`config.mk`:
```
export PLATFORM = sky130hd
export DESIGN_NAME = branch_predictor
export DESIGN_NICKNAME = d
export VERILOG_FILES = /design/src/rtl/branch_predictor.sv
export SDC_FILE = /design/constraint.sdc
export NUM_CORES = 1
export LEC_CHECK = 0
export CAP_MARGIN = 20
export CORE_ASPECT_RATIO = 0.6
export CORE_UTILIZATION = 57
export CTS_CLUSTER_DIAMETER = 40
export DETAILED_ROUTE_END_ITERATION = 8
export MAX_ROUTING_LAYER = met4
export PLACE_DENSITY = 0.71
export SLEW_MARGIN = 30
export SYNTH_ARGS = -nofsm -noshare
export SYNTH_HDL_FRONTEND = slang
export SYNTH_SLANG_ARGS = --single-unit
```
`constraint.sdc`:
```
create_clock -name clk -period 39.8 [get_ports clk]
set_input_delay 9.95 -clock clk [delete_from_list [all_inputs] [get_ports clk]]
set_output_delay 9.95 -clock clk [all_outputs]
set_load 0.01 [all_outputs]
```
`src/rtl/branch_predictor.sv`:
```
// gshare direction predictor with post-reset counter sweep and optional return-address stack.
// Define BP_RAS_EN to build the return-address stack; without it pd_ret_valid/pd_ret_addr are tied to 0.
module branch_predictor #(
    parameter int unsigned TABLE_BITS = 9,
    parameter int unsigned HIST_BITS  = 6,
    parameter int unsigned RAS_DEPTH  = 4
) (
    input  logic                  clk,
    input  logic                  resetn,
    output logic                  ready,
    input  logic                  pd_valid,
    input  logic [31:0]           pd_pc,
    input  logic                  pd_is_branch,
    input  logic                  pd_is_call,
    input  logic                  pd_is_ret,
    output logic                  pd_taken,
    output logic [TABLE_BITS-1:0] pd_index,
    output logic                  pd_ret_valid,
    output logic [31:0]           pd_ret_addr,
    input  logic                  up_valid,
    input  logic [TABLE_BITS-1:0] up_index,
    input  logic                  up_taken
);

    typedef enum logic {S_INIT, S_RUN} state_t;

    state_t                state_q;
    logic [TABLE_BITS-1:0] sweep_q;
    logic                  ready_q;
    logic [HIST_BITS-1:0]  hist_q, hist_d;
    logic [1:0]            pht [2**TABLE_BITS];
    logic [1:0]            ctr_cur, ctr_d;
    logic                  run;
    logic                  unused_inputs;

    assign run      = (state_q == S_RUN);
    assign ready    = ready_q;
    assign pd_index = pd_pc[TABLE_BITS+1:2] ^ (TABLE_BITS'(hist_q) << (TABLE_BITS - HIST_BITS));
    assign pd_taken = run & pht[pd_index][1];

    always_comb begin
        ctr_cur = pht[up_index];
        ctr_d   = ctr_cur;
        if (up_taken) begin
            if (ctr_cur != 2'b11) ctr_d = ctr_cur + 2'd1;
        end else begin
            if (ctr_cur != 2'b00) ctr_d = ctr_cur - 2'd1;
        end
    end

    // Shift through a widened vector so HIST_BITS=1 needs no special case.
    always_comb begin
        hist_d = hist_q;
        if (up_valid) hist_d = HIST_BITS'({up_taken, hist_q} >> 1);
    end

    always_ff @(posedge clk or negedge resetn) begin
        if (!resetn) begin
            state_q <= S_INIT;
            sweep_q <= '0;
            ready_q <= 1'b0;
            hist_q  <= '0;
        end else begin
            case (state_q)
                S_INIT: begin
                    sweep_q <= sweep_q + TABLE_BITS'(1);
                    if (sweep_q == '1) begin
                        state_q <= S_RUN;
                        ready_q <= 1'b1;
                    end
                end
                S_RUN:   hist_q <= hist_d;
                default: state_q <= S_INIT;
            endcase
        end
    end

    // Table has no reset; the sweep initialises it before any prediction is trusted.
    always_ff @(posedge clk) begin
        if (state_q == S_INIT)
            pht[sweep_q] <= 2'b01;
        else if (up_valid)
            pht[up_index] <= ctr_d;
    end

`ifdef BP_RAS_EN
    localparam int unsigned PW = $clog2(RAS_DEPTH);
    localparam int unsigned CW = $clog2(RAS_DEPTH + 1);

    logic [31:0]   ras_q [RAS_DEPTH];
    logic [PW-1:0] ptr_q;
    logic [CW-1:0] cnt_q;
    logic [PW-1:0] top;
    logic          push, pop;

    assign top  = ptr_q - PW'(1);
    assign push = pd_valid & run & pd_is_call;
    assign pop  = pd_valid & run & pd_is_ret & (cnt_q != '0);

    always_ff @(posedge clk or negedge resetn) begin
        if (!resetn) begin
            ptr_q <= '0;
            cnt_q <= '0;
            for (int unsigned i = 0; i < RAS_DEPTH; i++) ras_q[i] <= '0;
        end else if (push && pop) begin
            ras_q[top] <= pd_pc + 32'd4;
        end else if (push) begin
            ras_q[ptr_q] <= pd_pc + 32'd4;
            ptr_q        <= ptr_q + PW'(1);
            if (cnt_q != CW'(RAS_DEPTH)) cnt_q <= cnt_q + CW'(1);
        end else if (pop) begin
            ptr_q <= top;
            cnt_q <= cnt_q - CW'(1);
        end
    end

    assign pd_ret_valid  = run & (cnt_q != '0);
    assign pd_ret_addr   = (cnt_q != '0) ? ras_q[top] : '0;
    assign unused_inputs = pd_is_branch;
`else
    assign pd_ret_valid  = 1'b0;
    assign pd_ret_addr   = '0;
    assign unused_inputs = ^{pd_is_branch, pd_valid, pd_is_call, pd_is_ret,
                             pd_pc[31:TABLE_BITS+2], pd_pc[1:0]};
`endif

endmodule
```
# After elaboration in Yosys (flattened, before gate mapping)
# Memories as Yosys holds them, arrays and structs flattened.
# Cells that the tools add are included.
# op_classes
muxes	12
add_sub_neg	3
n_eq_ne	2
reduce_logical	4
bitwise	3
# op_table
op	n
$add 9x1->9 const B	1
$eq 9x9->1 const B	1
$mux 9	1
$xor 9x9->9	1
$mux 2	4
$mux 1	7
$reduce_and 2->1	2
$add 2x1->2 const B	1
$ne 2x2->1 const B	1
$reduce_bool 2->1	1
$reduce_or 2->1	1
$sub 2x1->2 const B	1
$and 1x1->1	1
$not 1->1	1
# word_totals
in_bits	49
n_memories	1
out_inout_bits	44
mem_bits_rw	1024
reg_bits	17
# mem_list
memory	depth	word_bits	rd	rd_clocked_by_memory_dff	wr	line_no	source
pht	512	2	2	0	1	31	logic [1:0] pht [2**TABLE_BITS];

# Logic depth before layout (Yosys ltp)
# Gate-level depths: netlist (run 1).
# logic_depth
ltp_word	5
mapped_depth	14
ltp_nobuf	9

# Least setup slack after synthesis (run 1)
# Ideal clock, no wire load.
# synth_timing
path_kind	input port to flip-flop
from	input up_index[0]
to	memory pht[0][0] (data pin)
arrival_time_ns	25.885
setup_slack_ns	10.866
path_buffers	4
cell_stages	12
setup_time_ns	3.048
required_ns	36.752
path_cell_list	buf_6 -> buf_6 -> buf_6 -> buf_4 -> mux4_2 -> o22ai_1 -> nor2_1 -> a211oi_1 -> nor3_1 -> nor4_2 -> o31ai_1 -> a22oi_1
# synth_via
elab_chain_cells	5
word_cells_on_any_way	9
classes_between	2 x add/sub; 1 x eq/ne; 4 x mux; 1 x reduce/logical; 1 x memory
# synth_rtl
element	line_no	source
from (decl)	21	input logic [TABLE_BITS-1:0] up_index,
$mem_v2 512x2 *	n/a	
$sub 2x1->2 (tied with other cells)	47	if (ctr_cur != 2'b00) ctr_d = ctr_cur - 2'd1;
$mux 2, on equally long branches	47, 45	
$mux 2 *	44	if (up_taken) begin
$mux 2 (no line) *	n/a	
to (decl)	31	
# Every way passes the cells marked *; elsewhere a longest branch is shown, timed or not.

# Worst setup path after layout (run 1)
# layout_timing
from	input pd_pc[5]
to	output pd_taken
# layout_via
elab_chain_cells	3
# layout_rtl
element	line_no	source
from (decl)	12	input logic [31:0] pd_pc,
$xor 9x9->9	38	assign pd_index = pd_pc[TABLE_BITS+1:2] ^ (TABLE_BITS'(hist_q) << (TABLE_BITS - HIST_BITS));
$mem_v2 512x2	n/a	
$and 1x1->1	39	assign pd_taken = run & pht[pd_index][1];
to (decl)	16	output logic pd_taken,
# No other way between the ends.

==> results of run 1 <==
==> sequential cells by signal (all words and copies together), names as in the netlist <==
register / count
pht: 1024
sweep_q: 9
hist_q: 6
ready: 1
run: 1
==> power groups by stage <==
stage / registers [mW] / clock network (mW) / logic [mW]
2_1_floorplan: 1.21 / 0 / 0.0644
5_1_grt: 1.18 / 1.09 / 0.0983
6_report: 1.18 / 1.05 / 0.0956
3_3_place_gp: 1.21 / 0 / 0.0919
3_5_place_dp: 1.21 / 0 / 0.0926
4_1_cts: 1.18 / 1.05 / 0.0929
==> Yosys cell counts (26+ instances only) <==
| master | instances | area share [%] |
|---|---|---|
| edfxtp_1 | 1024 | 65 |
| nor2_1 | 555 | 4.4 |
| mux4_2 | 296 | 14 |
| mux2i_1 | 260 | 5.5 |
| clkbuf_1 | 129 | 1.0 |
| o221ai_1 | 113 | 2.1 |
| nand2_1 | 107 | 0.85 |
| buf_4 | 73 | 1.2 |
| a21oi_1 | 51 | 0.54 |
| o21ai_0 | 45 | 0.47 |
| o22ai_1 | 43 | 0.57 |
| nor3_1 | 35 | 0.37 |
| buf_2 | 31 | 0.33 |
| buf_1 | 26 | 0.21 |
==> cell type report <==
class / instances / share of cell area, %
Clock inverter: 79 / 1.69
Sequential cell: 1041 / 59.6
Tap cell: 1079 / 2.58
Inverter: 8 / 0.0574
Multi-Input combinational cell: 1697 / 28.9
Antenna cell: 5 / 0.0239
Clock buffer: 122 / 5.33
Timing Repair Buffer: 90 / 1.76
==> worst max-delay path, stage by stage <==
cell and delay, ps:
clkdlybuf4s50_1 550, xor2_4 760, buf_4 700, mux4_2 660, mux4_2 500, mux2i_1 860
a211oi_1 180, a31oi_1 200, nor2_1 80, clkdlybuf4s50_1 510
==> layer usage <==
layer / vias to the layer above / wire (um) / global-route usage (%)
met5: - / 0 / -
met1: 15000 / 51100 / 47.0
met2: 2267 / 58600 / 46.1
met4: 0 / 3110 / 8.32
li1: 11800 / - / -
met3: 239 / 20900 / 10.5
==> kinds of logic (layout without fill, tap and decap cells) <==
family	Yosys count	count (layout)	synth area share [%]
compound gates	313	313	4.64
other cells	1	38	0.00789
xor+xnor	13	13	0.240
mux	558	558	19.6
fa+ha+maj	2	2	0.0527
buf+inv	285	299	3.19
flops	1041	1041	65.6
simple gates	778	778	6.71
==> stage by stage <==
stage	hold WS (ps)	instances	utilization, %	instance area, um2
after global routing	500	4120	63.8	52300
final	471	4121	63.8	52300
after floorplan	466	3023	-	47600
after detailed placement	458	3911	59.1	48500
after global placement	443	3910	59.1	48400
after CTS	469	4112	63.6	52100
==> worst min-delay path by stage <==
stage	cells past startpoint	end	slack (ps)	start
6_report	1	ready	470	ready
5_1_grt	1	ready	500	ready
4_1_cts	1	ready	470	ready
3_5_place_dp	1	ready	460	ready
3_3_place_gp	1	ready	440	ready
2_1_floorplan	2	hist_q[0]	470	hist_q[0]
==> metrics.cfg, run 1 <==
[die]
die_area_um2=84600
start_util_pct=58.0
core_area_um2=82000
die_x_um=375
dieHeight_um=226
ios=93
rows=81

[critical_path]
cp-start-kind=input port
rr_startpoint=pht[111][1]
r2r_end=pht[30][1]
r2r_setup_slack_ps=33850
end_kind=primary output
endpoint=pd_taken
critPathMaxFanout=23
arrival_ps=15050
worstPathRequired_ps=29850
path_class=input port to primary output
ff2ff_path_depth=12
cp-startpoint=pd_pc[5]

[power_and_ir_drop]
power_frac_comb_pct=4.1
finalPower_mw=2.33
p_leak_nw=16.1
power_density_nw_per_um2=44.5
power_frac_seq_pct=50.9
switching_share_pct=21.8
ir_drop_uv=36.6
switchingPower_uw=507
internal-power_mw=1.82
p_clk_share_pct=45.0

[cts]
cts.sinks=1041
worstSkewPairLatency_ps=720
cts_tree=built
cts_resized=0
ctsHoldBuffers=0
numCtsBuffers=106
cts.path.max_buffers=3
root_buffer=clkbuf_16
cts.clk_slew.worst_paths_ps=70
post_cts_buffers=0
cts.htree.levels=3

[placed_design]
portBuffers=32
gp_congestion=0.898
pre_cts_ws_ps=15070
dp_hpwl_mm=77.0

[drt]
remaining_drc_errors=0
drt-total-wl_mm=134
avgViaCountPerCell=7.11
ant_nets=0
drt_iter0_markers=4708
vias=29300
drt-pass1-iter-count=6
avgRoutedWirePerCell_um=32.5

[yosys]
synth_edf_count=1024
ys_ff_latch=1041
synth_ff_type=edfxtp_1
async_reset_ff_share_pct=1.63
yosysWarnings=0
ys_types=57
synth_area_um2=47500
syn_avg_cell_area_um2=15.9
ys_seq_area_share_pct=65.6
syn_inst=2991

[timing]
finalSetupViolCount=0
setup_ws_ps=14800
finalCriticalPeriod_ps=25000
final-max-slew-violation-count=0
skew_ps=29.0
hold_viol=0
slew_headroom_pct=25.8
finalSetupTns_ps=0
worstMarginPinSlew_ps=1080
fmax_mhz=40.0
fin_crit_sh_pct=62.8
grt_setup_unrepaired=false

[global_routing]
grt_max_degree=237
grt_pass1_vias=28300
antenna_found_initial=5
grt.total_usage_pct=32.9
grt_pass1_wl_mm=193
grt_remaining_overflow=0

[layout]
seq_area_um2=31200
n_fill_cell=5672
area_delta_synth_final_pct=10.0
final_cell_mix=1024 x edfxtp_1, 553 x nor2_1, 296 x mux4_2
drive_gt1_share_pct=18.9
final_common_cell=edfxtp_1
final_nets=2995
multi_input_area_um2=15100

[run_status]
status=completed

[worst_hold_path]
hp-class=register to register

[job]
maxCapViolCount=0

Note: power is estimated with default switching activity, not from simulation.
==> run 2: changes to the inputs <==
clock period = 24.7 ns   (was 39.8 ns; I/O delays follow)
==> run 2 against run 1 <==
Die area is the same. Sequential power grew 62%. Wire length shrank 0.46%. Design area shrank 1.0%. Utilization shrank 0.64 points. Hold slack gained 47 ps.
==> metrics.cfg, run 2 (synthesis results as in run 1) <==
[critical_path]
cp-start-kind=input port
path_class=input port to primary output
arrival_ps=11230
slowest_stage=buf_4
cp-startpoint=pd_pc[3]
slowest_delay_ps=770
crit_family=buffers and inverters
end_kind=primary output
critPathMaxFanout=48
crit_chain=buf_6 > buf_4 > buf_4 > mux4_2 > mux4_2 > mux4_2 > mux2i_2 > a211oi_1 > a31oi_1 > nor2_1 > clkdlybuf4s50_1
rr_startpoint=pht[103][1]
critPathMostFrequentCell=mux4_2
worstPathRequired_ps=18520
critPathBufInv=4

[cts]
cts.sinks=1041
cts.path.max_buffers=3
cts.clk_slew.worst_paths_ps=70
ctsHoldBuffers=0
post_cts_buffers=0
numCtsBuffers=98
worstSkewPairLatency_ps=700
cts_tree=built
cts_resized=0
root_buffer=clkbuf_16
cts.htree.levels=3

[worst_hold_path]
min-delay-start=ready
hp-class=register to register

[timing]
fin_crit_sh_pct=70.4
slew_headroom_pct=28.0
finalCriticalPeriod_ps=17400
fmax_mhz=57.5
finalSetupViolCount=0
hold_viol=0
worstMarginPinSlew_ps=1080
final-max-slew-violation-count=0
setup_ws_ps=7300
skew_ps=25.9
grt_setup_unrepaired=false
finalSetupTns_ps=0

[die]
dieHeight_um=226
ios=93
core_area_um2=82000
start_util_pct=58.0
rows=81
die_area_um2=84600
die_x_um=375

[drt]
avgRoutedWirePerCell_um=32.5
avgViaCountPerCell=7.16
drt-total-wl_mm=133
wl_met1_mm=51.9
wl_met3_mm=20.1
vias=29300
met2_length_mm=57.8
drt_iter0_markers=4613
ant_nets=0
highest_layer=met4
drt-pass1-iter-count=7
remaining_drc_errors=0

[global_routing]
antenna_found_initial=3
grt_pass1_wl_mm=193
grt.total_usage_pct=32.9
grt_remaining_overflow=0
grt_max_degree=293
grt_pass1_vias=28400

[layout]
area_delta_synth_final_pct=8.93
largest_register_ffs=1024
drive_gt1_share_pct=18.0
largestRegisters=pht: 1024 flops, sweep_q: 9 flops, hist_q: 6 flops
final_util_pct=63.1
largest-register=pht
final_common_cell=edfxtp_1
final_cell_mix=1024 x edfxtp_1, 554 x nor2_1, 296 x mux4_2
n_fill_cell=5701
seq_area_um2=31200
multi_input_area_um2=15100
final_nets=2986

[power_and_ir_drop]
power_density_nw_per_um2=69.5
switchingPower_uw=781
switching_share_pct=21.7
ir_drop_uv=64.3
internal-power_mw=2.82
power_frac_seq_pct=53.0
power_frac_comb_pct=4.2
p_leak_nw=15.9
p_clk_share_pct=42.7

[placed_design]
portBuffers=32
dp_hpwl_mm=76.6
pre_cts_ws_ps=7240
gp_congestion=0.899

[job]
maxCapViolCount=0

[run_status]
status=completed

==> run 2: final cells by class <==
cell class,instances,share of cell area (%)
diodes,1,0.00483
inverters,8,0.0580
well taps,1079,2.61
flip-flops and latches,1041,60.2
multi-input cells,1697,29.2
repair buffers,89,1.71
clock inverters,62,1.22
clock buffers,116,4.99
==> run 2: metrics by stage <==
step / hold WS (ps) / area (um2) / std cells / power (mW)
after global routing: 538 / 51800 / 4093 / 3.67
after detailed placement: 494 / 48500 / 3912 / 2.10
final: 518 / 51800 / 4093 / 3.60
after floorplan: 466 / 47600 / 3023 / 2.05
after global placement: 470 / 48400 / 3910 / 2.09
after CTS: 506 / 51700 / 4090 / 3.60
==> run 2: routing by layer <==
metal	global-route usage, %	vias to the layer above
met5	-	-
met3	9.44	254
met2	45.8	2214
li1	-	11700
met4	8.69	0
met1	47.8	15100
==> run 2: power by group through the flow <==
stage / Clock [mW] / Sequential [mW] / Combinational (mW)
6_report: 1.54 / 1.91 / 0.153
5_1_grt: 1.61 / 1.91 / 0.157
4_1_cts: 1.54 / 1.91 / 0.149
3_5_place_dp: 0 / 1.95 / 0.149
3_3_place_gp: 0 / 1.95 / 0.147
2_1_floorplan: 0 / 1.95 / 0.104
==> run 2: path summary, 6_finish.rpt <==
check                             endpoint  slack [ps]  depth (start not counted)
worst min-delay path                 ready         520                          1
worst min register to register       ready         520                          1
min in group asynchronous       sweep_q[3]        5950                          1
worst max register to register  pht[20][1]       19510                         13
worst max-delay path              pd_taken        7300                         11
max in group asynchronous       sweep_q[7]       18240                          1
==> run 2: worst register-to-register path, delay by kind of cell (launching register included) <==
| family | cells | cell delay, ps |
|---|---|---|
| AOI/OAI and AO/OA | 5 | 1640 |
| buffers and inverters | 4 | 1630 |
| and+or+nand+nor | 3 | 1070 |
| DFF | 1 | 370 |
| muxes | 1 | 100 |
